--- src/rtl/mosfet_gate_monitor_pkg.sv ---
// Shared encodings for the gate monitor: fault types, leg history and leg indices.
package mosfet_gate_monitor_pkg;

  typedef enum logic [1:0] {
    FT_NONE  = 2'b00,
    FT_SHOOT = 2'b01,
    FT_DEAD  = 2'b10,
    FT_DEION = 2'b11
  } fault_type_e;

  typedef enum logic [1:0] {
    LAST_NONE = 2'b00,
    LAST_UP   = 2'b01,
    LAST_DOWN = 2'b10
  } last_on_e;

  localparam int unsigned NUM_LEGS  = 4;
  localparam int unsigned LEG_BUCK1 = 0;
  localparam int unsigned LEG_BUCK2 = 1;
  localparam int unsigned LEG_RES1  = 2;
  localparam int unsigned LEG_RES2  = 3;

  // Leg command encodings {upper, lower}
  localparam logic [1:0] LEG_OFF  = 2'b00;
  localparam logic [1:0] LEG_UP   = 2'b10;
  localparam logic [1:0] LEG_DOWN = 2'b01;
  localparam logic [1:0] LEG_BOTH = 2'b11;

endpackage

--- src/rtl/mosfet_gate_monitor_checker.sv ---
// Per-leg tracker: remembers the last side turned on and how long the leg has
// been fully off, and flags shoot-through and dead-time violations.
module gate_leg_checker
  import mosfet_gate_monitor_pkg::*;
#(
  parameter logic [15:0] DEAD_TIME = 16'd10,
  parameter int unsigned CNT_W     = 16
) (
  input  logic       clk,
  input  logic       rst_n,
  input  logic [1:0] leg_i,
  output logic       shoot_viol_o,
  output logic       dead_viol_o
);

  localparam logic [CNT_W-1:0] DEAD_LIM = CNT_W'(DEAD_TIME);

  last_on_e         last_on_q, last_on_d;
  logic [CNT_W-1:0] dead_cnt_q, dead_cnt_d;
  logic             short_gap;

  // History update and violation decode; a direct swap sees dead_cnt = 0.
  always_comb begin
    last_on_d    = last_on_q;
    dead_cnt_d   = dead_cnt_q;
    short_gap    = (dead_cnt_q < DEAD_LIM);
    shoot_viol_o = (leg_i == LEG_BOTH);
    dead_viol_o  = 1'b0;
    case (leg_i)
      LEG_OFF: begin
        if (dead_cnt_q != '1) dead_cnt_d = dead_cnt_q + CNT_W'(1);
      end
      LEG_UP: begin
        dead_viol_o = (last_on_q == LAST_DOWN) && short_gap;
        last_on_d   = LAST_UP;
        dead_cnt_d  = '0;
      end
      LEG_DOWN: begin
        dead_viol_o = (last_on_q == LAST_UP) && short_gap;
        last_on_d   = LAST_DOWN;
        dead_cnt_d  = '0;
      end
      default: begin
        dead_cnt_d = '0;
      end
    endcase
  end

  // Tracker state registers.
  always_ff @(posedge clk or negedge rst_n) begin
    if (!rst_n) begin
      last_on_q  <= LAST_NONE;
      dead_cnt_q <= '0;
    end else begin
      last_on_q  <= last_on_d;
      dead_cnt_q <= dead_cnt_d;
    end
  end

endmodule

--- src/rtl/mosfet_gate_monitor.sv ---
// Gate-command monitor: forwards leg/deion commands with one cycle of latency,
// kills all gates on the first violation, latches fault info, counts pulses.
module mosfet_gate_monitor
  import mosfet_gate_monitor_pkg::*;
#(
  parameter logic [15:0] DEAD_TIME = 16'd10,
  parameter int unsigned CNT_W     = 16
) (
  input  logic             clk,
  input  logic             rst_n,
  input  logic [1:0]       gate_buck1_in,
  input  logic [1:0]       gate_buck2_in,
  input  logic [1:0]       gate_res1_in,
  input  logic [1:0]       gate_res2_in,
  input  logic             gate_deion_in,
  input  logic             fault_clr,
  output logic [1:0]       gate_buck1,
  output logic [1:0]       gate_buck2,
  output logic [1:0]       gate_res1,
  output logic [1:0]       gate_res2,
  output logic             gate_deion,
  output logic             fault,
  output logic [1:0]       fault_type,
  output logic [3:0]       fault_leg,
  output logic [CNT_W-1:0] pulse_cnt
);

  logic [NUM_LEGS-1:0][1:0] leg_in;
  logic [NUM_LEGS-1:0]      shoot_viol, dead_viol, upper_on, deion_legs;
  logic                     viol;
  fault_type_e              viol_type;
  logic [3:0]               viol_leg;

  logic [NUM_LEGS-1:0][1:0] legs_q, legs_d;
  logic                     deion_q, deion_d;
  logic                     fault_q, fault_d;
  fault_type_e              ftype_q, ftype_d;
  logic [3:0]               fleg_q, fleg_d;
  logic [CNT_W-1:0]         pulse_q, pulse_d;
  logic                     deion_prev_q;

  assign leg_in = {gate_res2_in, gate_res1_in, gate_buck2_in, gate_buck1_in};

  for (genvar g = 0; g < NUM_LEGS; g++) begin : g_leg
    gate_leg_checker #(
      .DEAD_TIME (DEAD_TIME),
      .CNT_W     (CNT_W)
    ) u_chk (
      .clk          (clk),
      .rst_n        (rst_n),
      .leg_i        (leg_in[g]),
      .shoot_viol_o (shoot_viol[g]),
      .dead_viol_o  (dead_viol[g])
    );
  end

  // Deion overlap detection and priority selection of this cycle's violation.
  always_comb begin
    for (int unsigned i = 0; i < NUM_LEGS; i++) upper_on[i] = leg_in[i][1];
    deion_legs = gate_deion_in ? upper_on : '0;
    viol_type  = FT_NONE;
    viol_leg   = '0;
    if (|shoot_viol) begin
      viol_type = FT_SHOOT;
      viol_leg  = shoot_viol;
    end else if (|dead_viol) begin
      viol_type = FT_DEAD;
      viol_leg  = dead_viol;
    end else if (|deion_legs) begin
      viol_type = FT_DEION;
      viol_leg  = deion_legs;
    end
    viol = (viol_type != FT_NONE);
  end

  // Fault latch, output gating and pulse counter next state.
  always_comb begin
    fault_d = fault_q;
    ftype_d = ftype_q;
    fleg_d  = fleg_q;
    // A new violation reloads only when not already faulted or when it
    // coincides with a clear; a clear alone wipes the info.
    if (viol) begin
      if (!fault_q || fault_clr) begin
        fault_d = 1'b1;
        ftype_d = viol_type;
        fleg_d  = viol_leg;
      end
    end else if (fault_clr) begin
      fault_d = 1'b0;
      ftype_d = FT_NONE;
      fleg_d  = '0;
    end
    legs_d  = (!fault_q && !viol) ? leg_in : '0;
    deion_d = !fault_q && !viol && gate_deion_in;
    pulse_d = pulse_q;
    if (gate_deion_in && !deion_prev_q && (pulse_q != '1)) pulse_d = pulse_q + CNT_W'(1);
  end

  // Output and status registers.
  always_ff @(posedge clk or negedge rst_n) begin
    if (!rst_n) begin
      legs_q       <= '0;
      deion_q      <= 1'b0;
      fault_q      <= 1'b0;
      ftype_q      <= FT_NONE;
      fleg_q       <= '0;
      pulse_q      <= '0;
      deion_prev_q <= 1'b0;
    end else begin
      legs_q       <= legs_d;
      deion_q      <= deion_d;
      fault_q      <= fault_d;
      ftype_q      <= ftype_d;
      fleg_q       <= fleg_d;
      pulse_q      <= pulse_d;
      deion_prev_q <= gate_deion_in;
    end
  end

  assign gate_buck1 = legs_q[LEG_BUCK1];
  assign gate_buck2 = legs_q[LEG_BUCK2];
  assign gate_res1  = legs_q[LEG_RES1];
  assign gate_res2  = legs_q[LEG_RES2];
  assign gate_deion = deion_q;
  assign fault      = fault_q;
  assign fault_type = ftype_q;
  assign fault_leg  = fleg_q;
  assign pulse_cnt  = pulse_q;

endmodule

--- config.mk ---
export PLATFORM = sky130hd
export DESIGN_NAME = mosfet_gate_monitor
export DESIGN_NICKNAME = d
export VERILOG_FILES = /design/src/rtl/mosfet_gate_monitor_pkg.sv /design/src/rtl/mosfet_gate_monitor_checker.sv /design/src/rtl/mosfet_gate_monitor.sv
export SDC_FILE = /design/constraint.sdc
export NUM_CORES = 1
export LEC_CHECK = 0
export ABC_AREA = 1
export CORE_ASPECT_RATIO = 1.5
export CORE_MARGIN = 1
export CORE_UTILIZATION = 61
export CTS_BUF_LIST = sky130_fd_sc_hd__clkbuf_8
export DETAILED_ROUTE_END_ITERATION = 6
export PLACE_DENSITY = 0.93
export SETUP_SLACK_MARGIN = 0.5
export SYNTH_ARGS = -nofsm -noshare
export SYNTH_HDL_FRONTEND = slang
export SYNTH_SLANG_ARGS = --single-unit
--- constraint.sdc ---
create_clock -name clk -period 2 [get_ports clk]
set_input_delay 0.4 -clock clk [delete_from_list [all_inputs] [get_ports clk]]
set_output_delay 0.4 -clock clk [all_outputs]
set_load 0.02 [all_outputs]
==> results of run 1 <==
-- synthesized netlist by cell type (all sizes together) --
library cell	instances	area, µm²
a22oi	1	7.510
or2	2	12.52
o31ai	2	15.01
o21ai	45	229.0
a31oi	9	56.30
dfrtp	105	2628
inv	126	473.0
a221oi	2	17.52
nor2	112	455.4
ha	17	212.7
clkbuf	4	18.77
o41ai	1	8.760
a211oi	3	22.52
nand3	57	300.3
nand4	10	68.81
o21bai	5	37.54
nor3	35	222.7
xor2	14	122.6
buf	1	5.000
xnor2	7	61.31
nand2	181	691.9
nor4	10	77.57
a21oi	30	150.1
-- cell families after synthesis --
| kind of cell | after synthesis | synth area share (%) |
|---|---|---|
| adders and majority gates | 17 | 3.609 |
| and+or+nand+nor | 407 | 31.03 |
| AOI/OAI and AO/OA | 98 | 9.234 |
| buffers and inverters | 131 | 8.427 |
| DFF | 105 | 44.58 |
| xor gates and xnor gates | 21 | 3.120 |
-- layer usage --
metal / GRT overflow / GRT usage (%)
met1: 0 / 78.67
met2: 19 / 88.33
met3: 1 / 60.00
met4: 7 / 71.16
met5: 0 / 22.78
-- timing repair --
| item | in CTS |
|---|---|
| buffers inserted | 60 |
| endpoints found under the hold margin | 32 |
| cloned | 1 |
| setup endpoints to repair | 101 |
| hold buffers | 1 |
| resized for setup | 187 |
| pin swaps | 43 |
-- per-stage QoR --
| step | cell area (µm²) | setup WS [ns] | utilization, % |
|---|---|---|---|
| floorplan | 6088 | 0.4456 | - |
| CTS | 7765 | 0.3212 | 83.43 |
| global placement | 6877 | -0.3014 | 73.88 |
| detailed placement | 6877 | -0.3840 | 73.88 |
==> key figures, run 1 <==
Placed design
  – RePlAce Congestion: 0.9469
  – I/O Buffers: 43
  – Placed insts: around 960
  – DP HPWL: 10780 µm

Logic synthesis
  – Sequential area share after synthesis: 44.58%
  – Syn_nets: between 800 and 900
  – Syn Inst Count: 779
  – Unique masters post-synth: 36
  – Synthesized cell area: between 5000 and 6000 µm²
  – Avg Inst Size Synth: 7.567 µm²
  – Synth Register Bits: between 100 and 150
  – Synth Warn #: 0

Clock network
  – CTS Buf Count: 9
  – Clock sinks: 105
  – CTS Buffer Depth: 2
  – Htree depth: 3
  – CTS Root Cell: clkbuf_8

Floorplan
  – Site Rows: 43
  – Die span in y: 122.4 µm
  – Starting Density: around 63%
  – Die span in x: a little over 80 µm
  – Io pins: 44

Global route
  – GRT Resource Usage Total: 75.03%
  – Grt ovf: 27
  – Largest net degree at the start of global routing: 36

Run status
  – Failed at: 5_1_grt
  – Status: stopped before the end
  – Tool error: [ERROR GRT-0232] Routing congestion too high. Check the congestion heatmap in the GUI.

Timing
  – WEP type: register data pin
  – Critical endpoint after global-route timing repair: g_leg[1].u_chk.dead_cnt_q[9]$_DFFE_PN0P_/D
==> run 2: changes to the inputs <==
CORE_ASPECT_RATIO = not set   (was 1.5)
CORE_UTILIZATION = 40   (was 61)
CTS_BUF_LIST = not set   (was sky130_fd_sc_hd__clkbuf_8)
PLACE_DENSITY = not set   (was 0.93)
PLACE_DENSITY_LB_ADDON = 0.15   (was not set)
SETUP_SLACK_MARGIN = not set   (was 0.5)
==> run 2 against run 1 <==
The run now ends clean. Synthesized area did not move. Synthesized cell count did not move.
==> key figures, run 2 <==
Final layout
  – Commonest non-fill, non-tap cell in the layout: nand2_1
  – Most flops, register: g_leg.u_chk.dead_cnt_q
  – Largest register FFs: 64
  – Area Growth Syn to Fin: 22.52%
  – Layout cells sized above 1: between 10% and 20%
  – Most frequent cells in the layout: 175 x nand2_1, 113 x inv_1, 105 x dfrtp_1
  – Fin area: 7222 µm²
  – Nets@finish: 897
  – Number of fill cells: around 1.3k
  – Sequential standard cell area: 2628 µm²
  – Post-layout util: 51.04%
  – Number of antenna repair diodes: 0
  – Area of the multi-input gates: 2846 µm²

Timing
  – Tightest Pin Transition: 0.5728 ns
  – Fin. Hold Viols: 0
  – Clock skew: 0.006867 ns
  – Fmax: 0.5455 GHz
  – Post-route clock period utilization: 91.66%
  – Worst setup margin: between 0.15 and 0.2 ns
  – Max-slew headroom: ~62%
  – RSZ-0062 raised after global routing: false
  – Tmin final: 1.833 ns
  – Final setup vio count: 0
  – Count of pins over their slew limit: 0
  – TNS Setup: 0 ns

Worst setup path
  – Crit Path Max Fanout: 5
  – CP startpoint: pulse_cnt[2]$_DFFE_PN0P_
  – Worst EP required: 1.60 ns
  – Critical Path Max Stage Delay: 0.64 ns
  – Slowest cell on crit path: clkdlybuf4s50_1
  – RR Startpoint: g_leg[2].u_chk.dead_cnt_q[0]$_DFFE_PN0P_
  – Reg-to-Reg End: g_leg[2].u_chk.dead_cnt_q[10]$_DFFE_PN0P_
  – Top delay family on crit path: buffers and inverters
  – Critical Path AT: 1.43 ns
  – Critical Path, Cell by Cell: clkdlybuf4s50_1
  – Register-to-Register Path Depth: 9
  – CP Launch Type: register
  – Worst Path Buf+Inv: 1
  – Worst R2R Setup Slack: 0.17 ns
  – Worst Setup End Kind: output port
  – Crit Path Category: register to output port

Floorplan
  – Io pins: 44
  – Site Rows: 43
  – Die ar.: 15230 µm²
  – CORE AREA: approximately 14000 µm²
  – Die span in y: 123.4 µm
  – Die span in x: 123.4 µm
  – Starting Density: 41.66%

Logic synthesis
  – EDFF count, synth: 0
  – Syn Inst Count: 779
  – Leading area contributor after synthesis: dfrtp_1
  – Synthesized cell area: 5894 µm²
  – Synth cell count leaders: 176 x nand2_1, 116 x inv_1, 105 x dfrtp_1
  – Async set-reset flop share out of synthesis: 100.0%
  – Synth top area share: 44.58%
  – Unique masters post-synth: 36
  – Sequential area share after synthesis: 44.58%
  – Synth Register Bits: 105
  – Prevailing post-synth register cell: dfrtp_1
  – Synth Warn #: 0
  – Most common cell in the netlist: nand2_1
  – Syn_nets: 808
  – Avg Inst Size Synth: 7.567 µm²
  – Synth area leaders: dfrtp_1 45%, nand2_1 11%, inv_1 7.4%

Pwr
  – Flop pwr share: 46.5%
  – Sw frac: 28.34%
  – Psw: ~1400 µW
  – Pint: 3666 µW
  – Leakage power total: 0.003524 µW
  – IR Drop Worst-Case VDD: 0.0004796 V
  – PwrDens: 708.4 nW/µm²
  – Total power: ~5100 µW
  – Logic pwr share: ~18%
  – Clock network fraction of total power: 35.7%

Clock network
  – Clk_lat worst skew: 0.35 ns
  – CTS Buffer Depth: 2
  – CTS Buf Count: 9
  – CTS tree: built
  – CTS Root Cell: clkbuf_16
  – Clk slew on worst S/H paths: around 0.070 ns
  – Clock sinks: 105
  – Hold buffer count at CTS: 0
  – Htree depth: 3

Global route
  – Global-route wire length before repair: 23050 µm
  – Vias in the first global route: 5028
  – Largest net degree at the start of global routing: roughly 110
  – Grt ovf: 0
  – GRT Resource Usage Total: 19.34%
  – Initial antenna violation count: 1

Placed design
  – Placed instance area: 6804 µm²
  – I/O Buffers: 43
  – DP HPWL: 10030 µm
  – RePlAce Congestion: 0.8992
  – Place WS: -0.4684 ns

Routing
  – Total Routed Length: 13710 µm
  – Post-route ant nets: 0
  – Vias: 5282
  – WL per Instance: 13.02 µm
  – DRC: 0
  – DRT iter0 DRCs: around 370
  – Vias per cell: 5.016
  – Pre-antenna DRT Iters: 5

Flow run
  – Number of max-cap violations: 0

Hold path
  – Worst hold path class: input port to asynchronous set/reset pin

Run status
  – Status: finished, final reports clean
## run 2: cell counts after synthesis
Identical to the previous run, type by type.
## run 2: metrics by stage
stage	hold slack, ns	cells
2_1_floorplan	0.1044	779
3_3_place_gp	0.4651	1031
3_5_place_dp	0.4713	1031
4_1_cts	0.1413	1052
5_1_grt	0.1637	1053
6_report	0.1006	1053
## run 2: cell type report
class | count | share of cell area, %
well taps | 180 | 3.119
clock buffers | 11 | 3.361
inverters | 126 | 6.549
repair buffers | 82 | 10.29
flip-flops and latches | 105 | 36.38
multi-input cells | 544 | 39.41
clock inverters | 5 | 0.8836
## run 2: cells by family (layout without fill, tap and decap cells)
group	Yosys count	after routing	share of synthesized area, %
AND/OR/NAND/NOR	407	408	31.03
AO/OA/AOI/OAI	98	98	9.234
XOR/XNOR	21	21	3.120
flip-flops	105	105	44.58
adder cells (fa/ha/maj)	17	17	3.609
buffers and inverters	131	224	8.427
## run 2: how the worst max path moves through the flow
stage | to | slack (ns) | cells past startpoint
finish | pulse_cnt[2] | 0.17 | 1
global route | g_leg[1].u_chk.dead_cnt_q[9]$_DFFE_PN0P_ | 0.003 | 12
CTS | gate_res1[1]$_DFF_PN0_ | 0.02 | 13
detailed placement | gate_buck1[0]$_DFF_PN0_ | -0.47 | 13
floorplan | pulse_cnt[3]$_DFFE_PN0P_ | 0.33 | 8
global placement | gate_buck2[1]$_DFF_PN0_ | -0.40 | 13
## run 2: repair_timing
| action | CTS | global route |
|---|---|---|
| gates resized for setup | 18 | 8 |
| setup buffers | 4 | 1 |
| setup endpoints to repair | 15 | 15 |
| cloned | 1 | 0 |
| pin swaps | 7 | 6 |
## run 2: power groups by stage
stage          clock network (µW)  logic [µW]  registers [µW]
2_1_floorplan                   0         383            2490
3_3_place_gp                    0         850            2420
3_5_place_dp                    0         866            2420
4_1_cts                      1870         906            2380
5_1_grt                      1970        1010            2400
6_report                     1830         909            2380
## run 2: worst reg2reg max path, delay by kind of cell (launching register included)
family / cells / cell delay, ns
AND/OR/NAND/NOR: 6 / 0.95
AO/OA/AOI/OAI: 2 / 0.17
flip-flops: 1 / 0.42
adder cells (fa/ha/maj): 1 / 0.23
## run 2: routing by layer
metal | wire length [µm] | up-vias | global-route usage, %
li1 | - | 2680 | -
met1 | 6374 | 2470 | 24.96
met2 | 6511 | 105 | 31.91
met3 | 529 | 25 | 4.520
met4 | 283 | 2 | 6.175
met5 | 13 | - | 0
Note: power is estimated with default switching activity, not from simulation.
==> run 3: changes to the inputs <==
CTS_CLUSTER_DIAMETER = 150   (was not set)
==> results of run 3 <==
Same layout as run 2: the final DEF is identical, and so are final timing and power.
